## src/rtl/picmicro_pkg.sv

```systemverilog
// Shared definitions for the instruction fetch path: NOP encoding, Q-phase
// numbering and the fetch sequencer state type.
package picmicro_pkg;

    localparam int NOP_WIDTH = 14;
    localparam logic [NOP_WIDTH-1:0] NOP_OPCODE = '0;

    localparam logic [1:0] Q1 = 2'd0;
    localparam logic [1:0] Q2 = 2'd1;
    localparam logic [1:0] Q3 = 2'd2;
    localparam logic [1:0] Q4 = 2'd3;

    typedef enum logic [1:0] {
        ST_RESET_FILL = 2'd0,
        ST_RUN        = 2'd1,
        ST_FLUSH      = 2'd2,
        ST_SLEEP      = 2'd3
    } fetch_state_e;

endpackage

```

## src/rtl/q_phase_counter.sv

```systemverilog
// Four-phase instruction-cycle counter (Q1..Q4); freezes while hold is high.
module q_phase_counter
    import picmicro_pkg::*;
(
    input  logic       clk,
    input  logic       rst,
    input  logic       hold,
    output logic [1:0] q_phase
);

    logic [1:0] phase_q;
    logic [1:0] phase_d;

    always_comb begin
        phase_d = phase_q;
        if (!hold) begin
            case (phase_q)
                Q1:      phase_d = Q2;
                Q2:      phase_d = Q3;
                Q3:      phase_d = Q4;
                default: phase_d = Q1;
            endcase
        end
    end

    always_ff @(posedge clk or negedge rst) begin
        if (!rst) begin
            phase_q <= Q1;
        end else begin
            phase_q <= phase_d;
        end
    end

    assign q_phase = phase_q;

endmodule

```

## src/rtl/instruction_fetch_sequencer.sv

```systemverilog
// Q-cycle fetch sequencer: paces program-memory fetches, squashes the prefetched
// word after a flush and optionally parks the core in SLEEP (FETCH_SLEEP_EN).
module instruction_fetch_sequencer
    import picmicro_pkg::*;
#(
    parameter int INSTR_WIDTH = 14
) (
    input  logic                   clk,
    input  logic                   rst,
    input  logic [INSTR_WIDTH-1:0] instr_in,
    input  logic                   flush_req,
    input  logic                   sleep_req,
    input  logic                   wake,
    output logic [1:0]             q_phase,
    output logic                   instr_rd_en,
    output logic                   incr_pc_en,
    output logic [INSTR_WIDTH-1:0] instr_out,
    output logic                   instr_valid,
    output logic                   sleeping
);

    fetch_state_e state_q;
    fetch_state_e state_d;
    logic         fetch_strobe;

    q_phase_counter u_q_phase_counter (
        .clk     (clk),
        .rst     (rst),
        .hold    (state_q == ST_SLEEP),
        .q_phase (q_phase)
    );

    // Requests are only honoured on the Q4 edge; SLEEP exits on any edge with wake.
    always_comb begin
        state_d      = state_q;
        fetch_strobe = 1'b0;
        case (state_q)
            ST_SLEEP: begin
`ifdef FETCH_SLEEP_EN
                if (wake) begin
                    state_d = ST_RUN;
                end
`endif
            end
            default: begin
                if (q_phase == Q4) begin
                    fetch_strobe = !flush_req;
                    if (flush_req) begin
                        state_d = ST_FLUSH;
`ifdef FETCH_SLEEP_EN
                    end else if (sleep_req) begin
                        state_d = ST_SLEEP;
`endif
                    end else begin
                        state_d = ST_RUN;
                    end
                end
            end
        endcase
    end

    always_ff @(posedge clk or negedge rst) begin
        if (!rst) begin
            state_q <= ST_RESET_FILL;
        end else begin
            state_q <= state_d;
        end
    end

`ifndef FETCH_SLEEP_EN
    logic unused_sleep_inputs;
    assign unused_sleep_inputs = sleep_req ^ wake;
`endif

    assign instr_rd_en = fetch_strobe;
    assign incr_pc_en  = fetch_strobe;
    assign instr_valid = (state_q == ST_RUN);
    assign sleeping    = (state_q == ST_SLEEP);
    assign instr_out   = instr_valid ? instr_in : INSTR_WIDTH'(NOP_OPCODE);

endmodule

```

## config.mk

```make
export PLATFORM = sky130hd
export DESIGN_NAME = instruction_fetch_sequencer
export DESIGN_NICKNAME = d
export VERILOG_FILES = /design/src/rtl/picmicro_pkg.sv /design/src/rtl/q_phase_counter.sv /design/src/rtl/instruction_fetch_sequencer.sv
export SDC_FILE = /design/constraint.sdc
export NUM_CORES = 1
export LEC_CHECK = 0
export BUFFER_PORTS_ARGS = -buffer_cell sky130_fd_sc_hd__buf_4
export CAP_MARGIN = 25
export CORE_AREA = 2 2 39 41
export DETAILED_ROUTE_END_ITERATION = 10
export DIE_AREA = 0 0 41 43
export HOLD_SLACK_MARGIN = 0.06
export REMOVE_ABC_BUFFERS = 1
export SETUP_SLACK_MARGIN = 0.05
export SYNTH_ARGS = -nofsm -noshare
export SYNTH_HDL_FRONTEND = slang
export SYNTH_SLANG_ARGS = --single-unit
```

## constraint.sdc

```tcl
create_clock -name clk -period 1.5 [get_ports clk]
set_input_delay 0.15 -clock clk [delete_from_list [all_inputs] [get_ports clk]]
set_output_delay 0.15 -clock clk [all_outputs]
set_load 0.05 [all_outputs]
```

==> impl_metrics.env <==
export IMPL_rr_startpoint="u_q_phase_counter.q_phase[1]"
export IMPL_path_clk_slew_ps=40
export IMPL_ir_drop_mv=1.05
export IMPL_antenna_cells=0
export IMPL_rows=14
export IMPL_arrival_ps=1230
export IMPL_critPathKind="flop to output port"
export IMPL_drc=0
export IMPL_status="completed"
export IMPL_crit_buf_inv=1
export IMPL_finalPower_uw=1860
export IMPL_finClkSkew_ps=1.77
export IMPL_grt_use_total_pct=13.0
export IMPL_clkPwrFrac_pct=7.6
export IMPL_synth_cell_types=16
export IMPL_hold_depth=2
export IMPL_globalRouteOverflowTotal=0
export IMPL_synthCells=37
export IMPL_die_w_um=41
export IMPL_synth_area_sq_um=344
export IMPL_whs_endpoint="state_q[1]"
export IMPL_final_cell_mix="29 x buf_4, 14 x and2_1, 8 x buf_6"
export IMPL_antenna_left=0
export IMPL_timing_final_crit_share_pct=92.1
export IMPL_cts_tree="yes"
export IMPL_cap_violations=0
export IMPL_fillCellCount=129
export IMPL_endpoint_kind="output port"
export IMPL_final_common_cell="buf_4"
export IMPL_drt_initial_drc_count=2
export IMPL_vias=401
export IMPL_routed_via_density=4.31
export IMPL_place_ws_ps=244
export IMPL_grt_pass1_wl_um=1520
export IMPL_numCtsBuffers=3
export IMPL_hold_viol_final=0
export IMPL_fp_dieH_um=43
export IMPL_wl_per_cell_um=11.0
export IMPL_design_core_area_sq_um=1380
export IMPL_slew_viol_final=0
export IMPL_reg2reg_slack_ps=280
export IMPL_antenna_found_initial=0
export IMPL_dieArea_sq_um=1760
export IMPL_hpwl_um=762
export IMPL_first_pass_iters=2
export IMPL_holdCritStartpoint="flush_req"
export IMPL_drive_gt1_share_pct=63.6
export IMPL_fmax_ghz=0.724
export IMPL_finalWorstSetupSlack_ps=119
export IMPL_finalWeightedCongestion=0.638
export IMPL_rsz0062_at_grt="false"
export IMPL_power_frac_comb_pct=77.9
export IMPL_path_cells="ha_4, nand2b_1, nor2_2, buf_6"
export IMPL_worstPathRequired_ps=1350
export IMPL_slew_headroom_pct=88.1
export IMPL_cp_max_fo=4
export IMPL_ys_seq_area_share_pct=29.1
export IMPL_hp_class="input pin to flop"
export IMPL_synth_seq_cells=4
export IMPL_seq_power_share_pct=14.5
export IMPL_swShare_pct=56.3
export IMPL_initial_core_util_pct=24.9
export IMPL_fin_crit_ps=1380
export IMPL_grt_pass1_vias=393
export IMPL_tightest_slew_ps=177
export IMPL_ff2ff_path_depth=4
export IMPL_ioPinCount=39
export IMPL_internal_power_uw=811
export IMPL_yosysWarnings=0
export IMPL_avgSynthCellArea_sq_um=9.30
export IMPL_fin_nets=101
export IMPL_cts_buffer_depth=2
export IMPL_worst_path_largest_cell_delay_ps=400
export IMPL_grt_max_degree=9
export IMPL_htree_levels=1
export IMPL_area_delta_synth_final_pct=108
export IMPL_critPathLaunchType="flop"
export IMPL_slowest_stage="dfrtp_1"
export IMPL_r2r_end="u_q_phase_counter.q_phase[1]"
export IMPL_cts_sinks=4
export IMPL_port_buffers=36
export IMPL_setup_violations=0
export IMPL_powerDensity_nw_per_um2=2590
export IMPL_critPathTopFamily="flip-flops"
export IMPL_clockRootBuffer="clkbuf_4"
export IMPL_clk_latency_ps=240
export IMPL_power_switching_uw=1040
export IMPL_drt_wl_total_um=1020
export IMPL_p_leak_uw=0.000382
layer usage:
layer  wire, um  vias up  global-route usage (%)
met4          0        0                    6.00
met2        507       31                    20.6
li1           -      196                       -
met1        373      174                    14.4
met5          0        -                       0
met3        141        0                    5.24
kinds of logic (layout without fill, tap and decap cells):
logic type               Yosys count  after routing  share of synthesized area [%]
AO/OA/AOI/OAI                      4              4                           7.63
adder cells (fa/ha/maj)            3              3                           10.9
AND/OR/NAND/NOR                   20             21                           39.3
multiplexers                       1              1                           4.36
buffers and inverters              5             44                           8.73
flip-flops                         4              4                           29.1
sequential cells by signal, indices dropped and copies added, names as in the netlist:
name	count
u_q_phase_counter.q_phase	2
state_q	2
through the flow:
stage,hold WS (ps),instances,TNS [ps],cell area [sq um],util (%)
5_1_grt,168,93,0,717,51.8
2_1_floorplan,-146,35,-1850,325,-
3_5_place_dp,-50.2,87,0,616,44.5
6_report,152,93,0,717,51.8
3_3_place_gp,-52.8,87,0,616,44.5
4_1_cts,149,93,0,682,49.3
cells in the mapped netlist:
cell type	number	area, sq um
and2_4	1	8.76
buf_4	1	7.51
a211oi_1	1	7.51
nor2_1	1	3.75
nor2b_4	1	13.8
dfrtp_1	4	100
ha_1	3	37.5
buf_6	1	11.3
a21oi_1	1	5.00
inv_1	3	11.3
mux2_4	1	15.0
o21ai_0	1	5.00
nand2b_1	2	12.5
a22o_1	1	8.76
and2_1	14	87.6
and2b_2	1	8.76
final cells by class:
class	count	area [sq um]	area share (%)
sequential	4	103	14.3
clock buffer	3	22.5	3.14
inverter	3	11.3	1.57
multi-input combinational	29	243	33.9
tap	16	20.0	2.79
timing repair buffer	38	318	44.3
timing repair:
item / in CTS / in global routing
hold endpoints to repair: 4 / 0
hold buffers: 1 / 0
setup buffers: 1 / 0
resized for setup: 5 / 9
pin swaps: 0 / 2
endpoints found under the setup margin: 16 / 16
gates cloned: 1 / 0
how the worst max path moves through the flow:
| stage | from | to | slack, ps | cells past startpoint |
|---|---|---|---|---|
| 6_report | u_q_phase_counter.q_phase[0] | instr_rd_en | 120 | 4 |
| 3_5_place_dp | u_q_phase_counter.q_phase[1] | instr_rd_en | 240 | 4 |
| 2_1_floorplan | u_q_phase_counter.q_phase[1] | incr_pc_en | -930 | 3 |
| 5_1_grt | u_q_phase_counter.q_phase[0] | instr_rd_en | 60 | 4 |
| 3_3_place_gp | u_q_phase_counter.q_phase[1] | instr_rd_en | 280 | 4 |
| 4_1_cts | state_q[1] | instr_out[3] | 60 | 3 |
power groups by stage:
| stage | Clock (uW) | Combinational [uW] | Sequential [uW] |
|---|---|---|---|
| after floorplan | 0 | 869 | 325 |
| after global placement | 0 | 1310 | 245 |
| after detailed placement | 0 | 1330 | 250 |
| after CTS | 142 | 1410 | 249 |
| after global routing | 150 | 1540 | 279 |
| final | 142 | 1440 | 269 |
Note: power is estimated with default switching activity, not from simulation.
